**config.mk**
```make
export PLATFORM = sky130hd
export DESIGN_NAME = unified_mem_arbiter
export DESIGN_NICKNAME = d
export VERILOG_FILES = /design/src/rtl/unified_mem_arbiter.sv
export SDC_FILE = /design/constraint.sdc
export NUM_CORES = 1
export LEC_CHECK = 0
export CAP_MARGIN = 20
export CORE_MARGIN = 2
export CORE_UTILIZATION = 32
export CTS_BUF_LIST = sky130_fd_sc_hd__clkbuf_16
export DETAILED_ROUTE_END_ITERATION = 6
export MAX_ROUTING_LAYER = met4
export PLACE_DENSITY = 0.88
export SKIP_CTS_REPAIR_TIMING = 1
export SYNTH_ARGS = -nofsm -noshare
export SYNTH_HDL_FRONTEND = slang
export SYNTH_SLANG_ARGS = --single-unit
export TNS_END_PERCENT = 5
```
**constraint.sdc**
```tcl
create_clock -name clk -period 1.48 [get_ports clk]
set_input_delay 0.148 -clock clk [delete_from_list [all_inputs] [get_ports clk]]
set_output_delay 0.148 -clock clk [all_outputs]
set_load 0.02 [all_outputs]
```
**src/rtl/unified_mem_arbiter.sv**
```systemverilog
// unified_mem_arbiter
//   Shares one single-port memory between an instruction-fetch port and a
//   data port. One command per cycle, combinational grants, round-robin on
//   conflict, fully pipelined reads returned in grant order after MEM_LAT.
//
// Ports
//   clk, reset                      clock, asynchronous active-low reset
//   if_req/if_addr                  fetch request, byte address
//   if_gnt/if_rvalid/if_rdata       fetch grant, read-valid pulse, read data
//   d_req/d_we/d_addr/d_wdata       data request, write enable, address, data
//   d_gnt/d_rvalid/d_rdata          data grant, read-valid pulse, read data
//   mem_en/mem_we/mem_addr/
//   mem_wdata/mem_rdata             single-port memory command and read data
//   stall                           a request is present but not granted
//   err_misalign                    pulse per granted misaligned request
//   conflict_cnt                    saturating count of both-request cycles
module unified_mem_arbiter #(
    parameter int unsigned AW      = 12,
    parameter int unsigned DW      = 32,
    parameter int unsigned MEM_LAT = 1
) (
    input  logic          clk,
    input  logic          reset,
    input  logic          if_req,
    input  logic [31:0]   if_addr,
    output logic          if_gnt,
    output logic          if_rvalid,
    output logic [DW-1:0] if_rdata,
    input  logic          d_req,
    input  logic          d_we,
    input  logic [31:0]   d_addr,
    input  logic [DW-1:0] d_wdata,
    output logic          d_gnt,
    output logic          d_rvalid,
    output logic [DW-1:0] d_rdata,
    output logic          mem_en,
    output logic          mem_we,
    output logic [AW-1:0] mem_addr,
    output logic [DW-1:0] mem_wdata,
    input  logic [DW-1:0] mem_rdata,
    output logic          stall,
    output logic          err_misalign,
    output logic [15:0]   conflict_cnt
);

    typedef enum logic {
        PORT_IF = 1'b0,
        PORT_D  = 1'b1
    } port_e;

    port_e               last_winner;
    logic                conflict;
    logic                granted;
    logic                misalign;
    logic                rd_issue;
    logic [31:0]         sel_addr;
    logic                unused_addr_bits;

    // Read-tracking pipeline: valid, owner (1 = data port), misaligned.
    logic [MEM_LAT-1:0]  pipe_vld;
    logic [MEM_LAT-1:0]  pipe_own;
    logic [MEM_LAT-1:0]  pipe_mis;
    logic                resp_vld;
    logic [DW-1:0]       resp_data;
    logic [DW-1:0]       if_rdata_q;
    logic [DW-1:0]       d_rdata_q;

    always_comb begin
        // Grants are suppressed while reset is held low.
        conflict = reset & if_req & d_req;
        d_gnt    = reset & d_req & (~if_req | (last_winner == PORT_IF));
        if_gnt   = reset & if_req & ~d_gnt;
        granted  = if_gnt | d_gnt;
        sel_addr = d_gnt ? d_addr : if_addr;
        misalign = granted & (sel_addr[1:0] != 2'b00);

        err_misalign = misalign;
        mem_en       = granted & ~misalign;
        mem_we       = mem_en & d_gnt & d_we;
        mem_addr     = sel_addr[AW+1:2];
        mem_wdata    = d_gnt ? d_wdata : '0;

        // Fetches are always reads; misaligned reads still get a response.
        rd_issue = if_gnt | (d_gnt & ~d_we);
        stall    = (if_req & ~if_gnt) | (d_req & ~d_gnt);
    end

    assign unused_addr_bits = ^sel_addr[31:AW+2];

    always_ff @(posedge clk or negedge reset) begin
        if (!reset) begin
            pipe_vld <= '0;
            pipe_own <= '0;
            pipe_mis <= '0;
        end else begin
            pipe_vld[0] <= rd_issue;
            pipe_own[0] <= d_gnt;
            pipe_mis[0] <= misalign;
            for (int unsigned i = 1; i < MEM_LAT; i++) begin
                pipe_vld[i] <= pipe_vld[i-1];
                pipe_own[i] <= pipe_own[i-1];
                pipe_mis[i] <= pipe_mis[i-1];
            end
        end
    end

    always_comb begin
        resp_vld  = pipe_vld[MEM_LAT-1];
        resp_data = pipe_mis[MEM_LAT-1] ? '0 : mem_rdata;
        if_rvalid = resp_vld & ~pipe_own[MEM_LAT-1];
        d_rvalid  = resp_vld &  pipe_own[MEM_LAT-1];
        // Response data is passed straight through in the valid cycle and
        // held from a register otherwise.
        if_rdata  = if_rvalid ? resp_data : if_rdata_q;
        d_rdata   = d_rvalid  ? resp_data : d_rdata_q;
    end

    always_ff @(posedge clk or negedge reset) begin
        if (!reset) begin
            if_rdata_q   <= '0;
            d_rdata_q    <= '0;
            last_winner  <= PORT_IF;
            conflict_cnt <= '0;
        end else begin
            if (if_rvalid) if_rdata_q <= resp_data;
            if (d_rvalid)  d_rdata_q  <= resp_data;
            if (conflict) begin
                last_winner <= d_gnt ? PORT_D : PORT_IF;
                if (conflict_cnt != 16'hFFFF)
                    conflict_cnt <= conflict_cnt + 16'd1;
            end
        end
    end

endmodule

```
# After elaboration in Yosys (flattened, before gate mapping)
# Cells that the tools add are included.
# word_totals
regBits	84
out_inout_bits	132
wordCells	42
# classes
n_addsub	1
eq_ne	1
mux	6
bitwise_logic	25
n_reduce_logical	2
# op_table
operator	count
32-bit two-way mux	4
16-bit by 1-bit adder with 16-bit output, second input constant	1
16-bit inequality test, second input constant	1
1-bit bitwise AND	14
14-bit two-way mux	1
1-bit inverter	7
1-bit OR	4
2-bit AND reduction	1
2-bit nonzero test	1
1-bit two-way mux	1

# Logic depth before layout (Yosys ltp)
# logic_depth
ltp_word	11
mapped_depth	5

# Least setup slack after synthesis
# OpenSTA, ideal clock, no wires.
# synth_path
path_kind	reg-to-reg
startpoint	reg conflict_cnt[0]
endpoint	reg conflict_cnt[12]
t_arrival_ns	1.679
t_required_ns	1.355
setup_slack_ns	-0.324
stages_incl_launch_ff	6
n_path_buf	0
period_less_slack_ns	1.804
cell_sequence	dfrtp_1 -> ha_1 -> nand3_1 -> or3_4 -> nor2_1 -> mux2_2
# synth_between
elab_chain_len	2
# synth_rtl
element	line_no	text
start: declaration	43	output logic [15:0] conflict_cnt
start signal: assignment	130	conflict_cnt <= conflict_cnt + 16'd1;
parallel branches: the longest is 2 deep, another holds 16-bit by 1-bit adder with 16-bit output	-	
# Parallel ways; which one is timed is not known.
# A chain may end at the register's enable or synchronous reset.

# Final worst setup path
# layout_path
startpoint	reg last_winner
endpoint	out mem_addr[5]
# layout_between
elab_chain_len	4
# layout_rtl
element	line_no	text
start: declaration	51	port_e last_winner;
start signal: assignment	128	last_winner <= d_gnt ? PORT_D : PORT_IF;
1-bit inverter	71	d_gnt = reset & d_req & (~if_req | (last_winner == PORT_IF));
1-bit OR	71	
1-bit bitwise AND	71	
14-bit two-way mux	74	sel_addr = d_gnt ? d_addr : if_addr;
end: declaration	38	output logic [AW-1:0] mem_addr,
# No other way between the ends.

==> impl_metrics.json <==
{
  "status": "complete, but fails checks",
  "violations": "setup timing",
  "wire_length_of_the_first_global_routing_pass_mm": 21.5,
  "mappedNetlistNets": 522,
  "synth-async-reset-ratio_pct": 100,
  "design_power_total_mw": 10.8,
  "filler_cell_count": 831,
  "drive_above_1_share_pct": 43.9,
  "synth_seq_area_share_pct": 55.5,
  "timing.final.hold_violations": 0,
  "std_cell_rows": 39,
  "die_w_um": 113,
  "min_period_over_period_pct": 124,
  "finalNonFillerCells": 836,
  "final_worst_setup_slack_ps": -362,
  "syn-mean-instance-area_um2": 9.75,
  "drt_pre_antenna_iters": 6,
  "post_synth_inst_count": 388,
  "layout.cells.most_common_list": "buf_4, clkdlybuf4s50_1, dfrtp_1",
  "timing.setup.critical_path_class": "flop to primary output",
  "combined_buffer_and_inverter_count_along_the_critical_path": 2,
  "die_h_um": 113,
  "drc": 0,
  "max_slew.worst_pin.slew_ps": 430,
  "holdCritPathClass": "primary input to flop",
  "numPortBuffers": 228,
  "peakVddDrop_mv": 0.971,
  "setup.worst_path.start": "last_winner",
  "critical-path-max-stage-delay_ps": 420,
  "global_route.overflow_total": 0,
  "detail_route.wl_per_cell_um": 18.4,
  "syn_to_final_growth_pct": 100,
  "ys.warnings.count": 0,
  "core_area_um2": 11500,
  "synth_edf_count": 0,
  "grt_pass1_vias": 4099,
  "finalWorstPathRequiredPeriod_ps": 1840,
  "arrival_time_of_the_worst_setup_path_ps": 1690,
  "min-delay-start": "if_req",
  "dieArea_um2": 12700,
  "postRouteWirelength_mm": 15.4,
  "power.static_leakage_nw": 3.89,
  "top_delay_family_on_crit_path": "flip-flops",
  "synth-main-ff-cell": "dfrtp_1",
  "number_of_top_level_pins": 265,
  "worstSkewPairLatency_ps": 340,
  "cell_count_after_placement": 815,
  "setup-tns-final_ps": -19670,
  "cts.path.max_buffers": 2,
  "yosysUniqueCellTypes": 32,
  "fmaxAchievable_mhz": 543,
  "cts_htree_levels": 3,
  "relSlewSlack_pct": 71.3,
  "drtIter0Drc": 278,
  "cts_inserted_buffers": 9,
  "final-max-slew-violation-count": 0,
  "clk_transition_reported_paths_ps": 60,
  "final_common_cell": "buf_4",
  "vias": 4094,
  "flip_flop_and_latch_count_after_synthesis": 84,
  "vias_per_cell": 4.90,
  "cp.required_ps": 1330,
  "clock_tree_root_driver_cell": "clkbuf_16",
  "rsz0062_at_grt": "true",
  "hpwl_mm": 11.2,
  "critical_path.cell_chain": "a21oi_4 -> buf_6 -> mux2_2 -> dlymetal6s2s_1",
  "worstPathMaxFanout": 11,
  "syn-cell-area_um2": 3780,
  "pwr_density_cell_nw_per_um2": 1420,
  "initial_utilization_pct": 33.0,
  "whs_ps": 364,
  "critical_path_cell_with_the_highest_stage_delay": "dfrtp_1",
  "cp-start-kind": "flop",
  "fin_skew_ps": 9.24,
  "number_of_nets_in_the_layout": 822,
  "reported_max_cap_violation_count": 0,
  "global_route.usage.total_pct": 22.7,
  "gp_congestion": 0.902,
  "crit-reg2reg-launch": "conflict_cnt[4]",
  "cts_num_sinks": 84,
  "grt_max_degree": 85,
  "clock_tree_from_tritoncts": "built",
  "antenna_left": 0,
  "diodes": 0,
  "setup_violations": 119,
  "final_util_pct": 66.1,
  "grt_antenna_before_repair": 0,
  "timing.critical_path.to_type": "primary output"
}
## cells by family (layout without fill, tap and decap cells)
group | Yosys count | after routing | share of synthesized area [%]
and+or+nand+nor | 177 | 177 | 24.1
AOI/OAI and AO/OA | 73 | 73 | 9.98
DFF | 84 | 84 | 55.5
xor gates and xnor gates | 14 | 14 | 3.24
muxes | 15 | 15 | 4.43
buffers and inverters | 24 | 329 | 2.41
adders and majority gates | 1 | 1 | 0.331
## cells in the mapped netlist, types with 2 or more instances
cell      instances  share of area, %
inv_1             2              0.20
buf_1             2              0.20
clkbuf_1         19               1.9
o21ai_0          66               8.7
and3_1            3              0.50
nand2_1          74               7.3
nor2_1           10              0.99
nand4_1           6              0.99
and2_1           32               5.3
nand2b_1         33               5.5
and4_1            3              0.69
nand3_1           7              0.93
xor2_1            6               1.4
xnor2_1           8               1.9
mux2_2           14               4.2
nor3_1            3              0.40
a21oi_1           2              0.26
dfrtp_1          84                56
## routing by layer
metal  part of all wire, %  track usage, %
met1                    35            23.3
met2                    57            42.0
met3                   4.6            3.43
met4                   3.6            11.0
met5                     0               -
## path summary, 6_finish.rpt
kind	end	slack [ps]	depth (start not counted)
worst max-delay path	mem_addr[5]	-360	4
worst min-delay path	pipe_vld	360	3
worst max register to register	conflict_cnt[12]	-120	4
worst min register to register	if_rdata_q[22]	470	2
max in group asynchronous	d_rdata_q[28]	440	4
min in group asynchronous	if_rdata_q[8]	440	3
## power breakdown
group,internal (mW),switching [mW]
clock network,1.32,0.943
registers,2.98,0.261
logic,2.54,2.72
## metrics by stage
stage               area (um2)  setup slack (ps)
global route              7580              -432
finish                    7580              -362
detailed placement        6820              -709
global placement          6820              -657
floorplan                 3810              -146
CTS                       7120              -793
## layout make-up
class / instances / area, um2 / share of cell area [%]
Clock inverter: 7 / 73.8 / 0.974
Inverter: 2 / 7.51 / 0.0990
Sequential cell: 84 / 2110 / 27.8
Multi-Input combinational cell: 280 / 1970 / 25.9
Timing Repair Buffer: 311 / 3020 / 39.9
Clock buffer: 9 / 225 / 2.97
Tap cell: 143 / 179 / 2.36
## registers in the layout, summed over array words and instances, names as in the netlist
signal / cells
d_rdata_q: 32
pipe_vld: 1
conflict_cnt: 16
pipe_mis: 1
last_winner: 1
pipe_own: 1
if_rdata_q: 32
## worst register-to-register path, cell delays in order (launching register included)
cell and delay, ps:
dfrtp_2 360, nand4_1 190, or3_4 470, nor2_1 120
mux2_2 340
No activity file was read; power rests on OpenSTA's default activity.
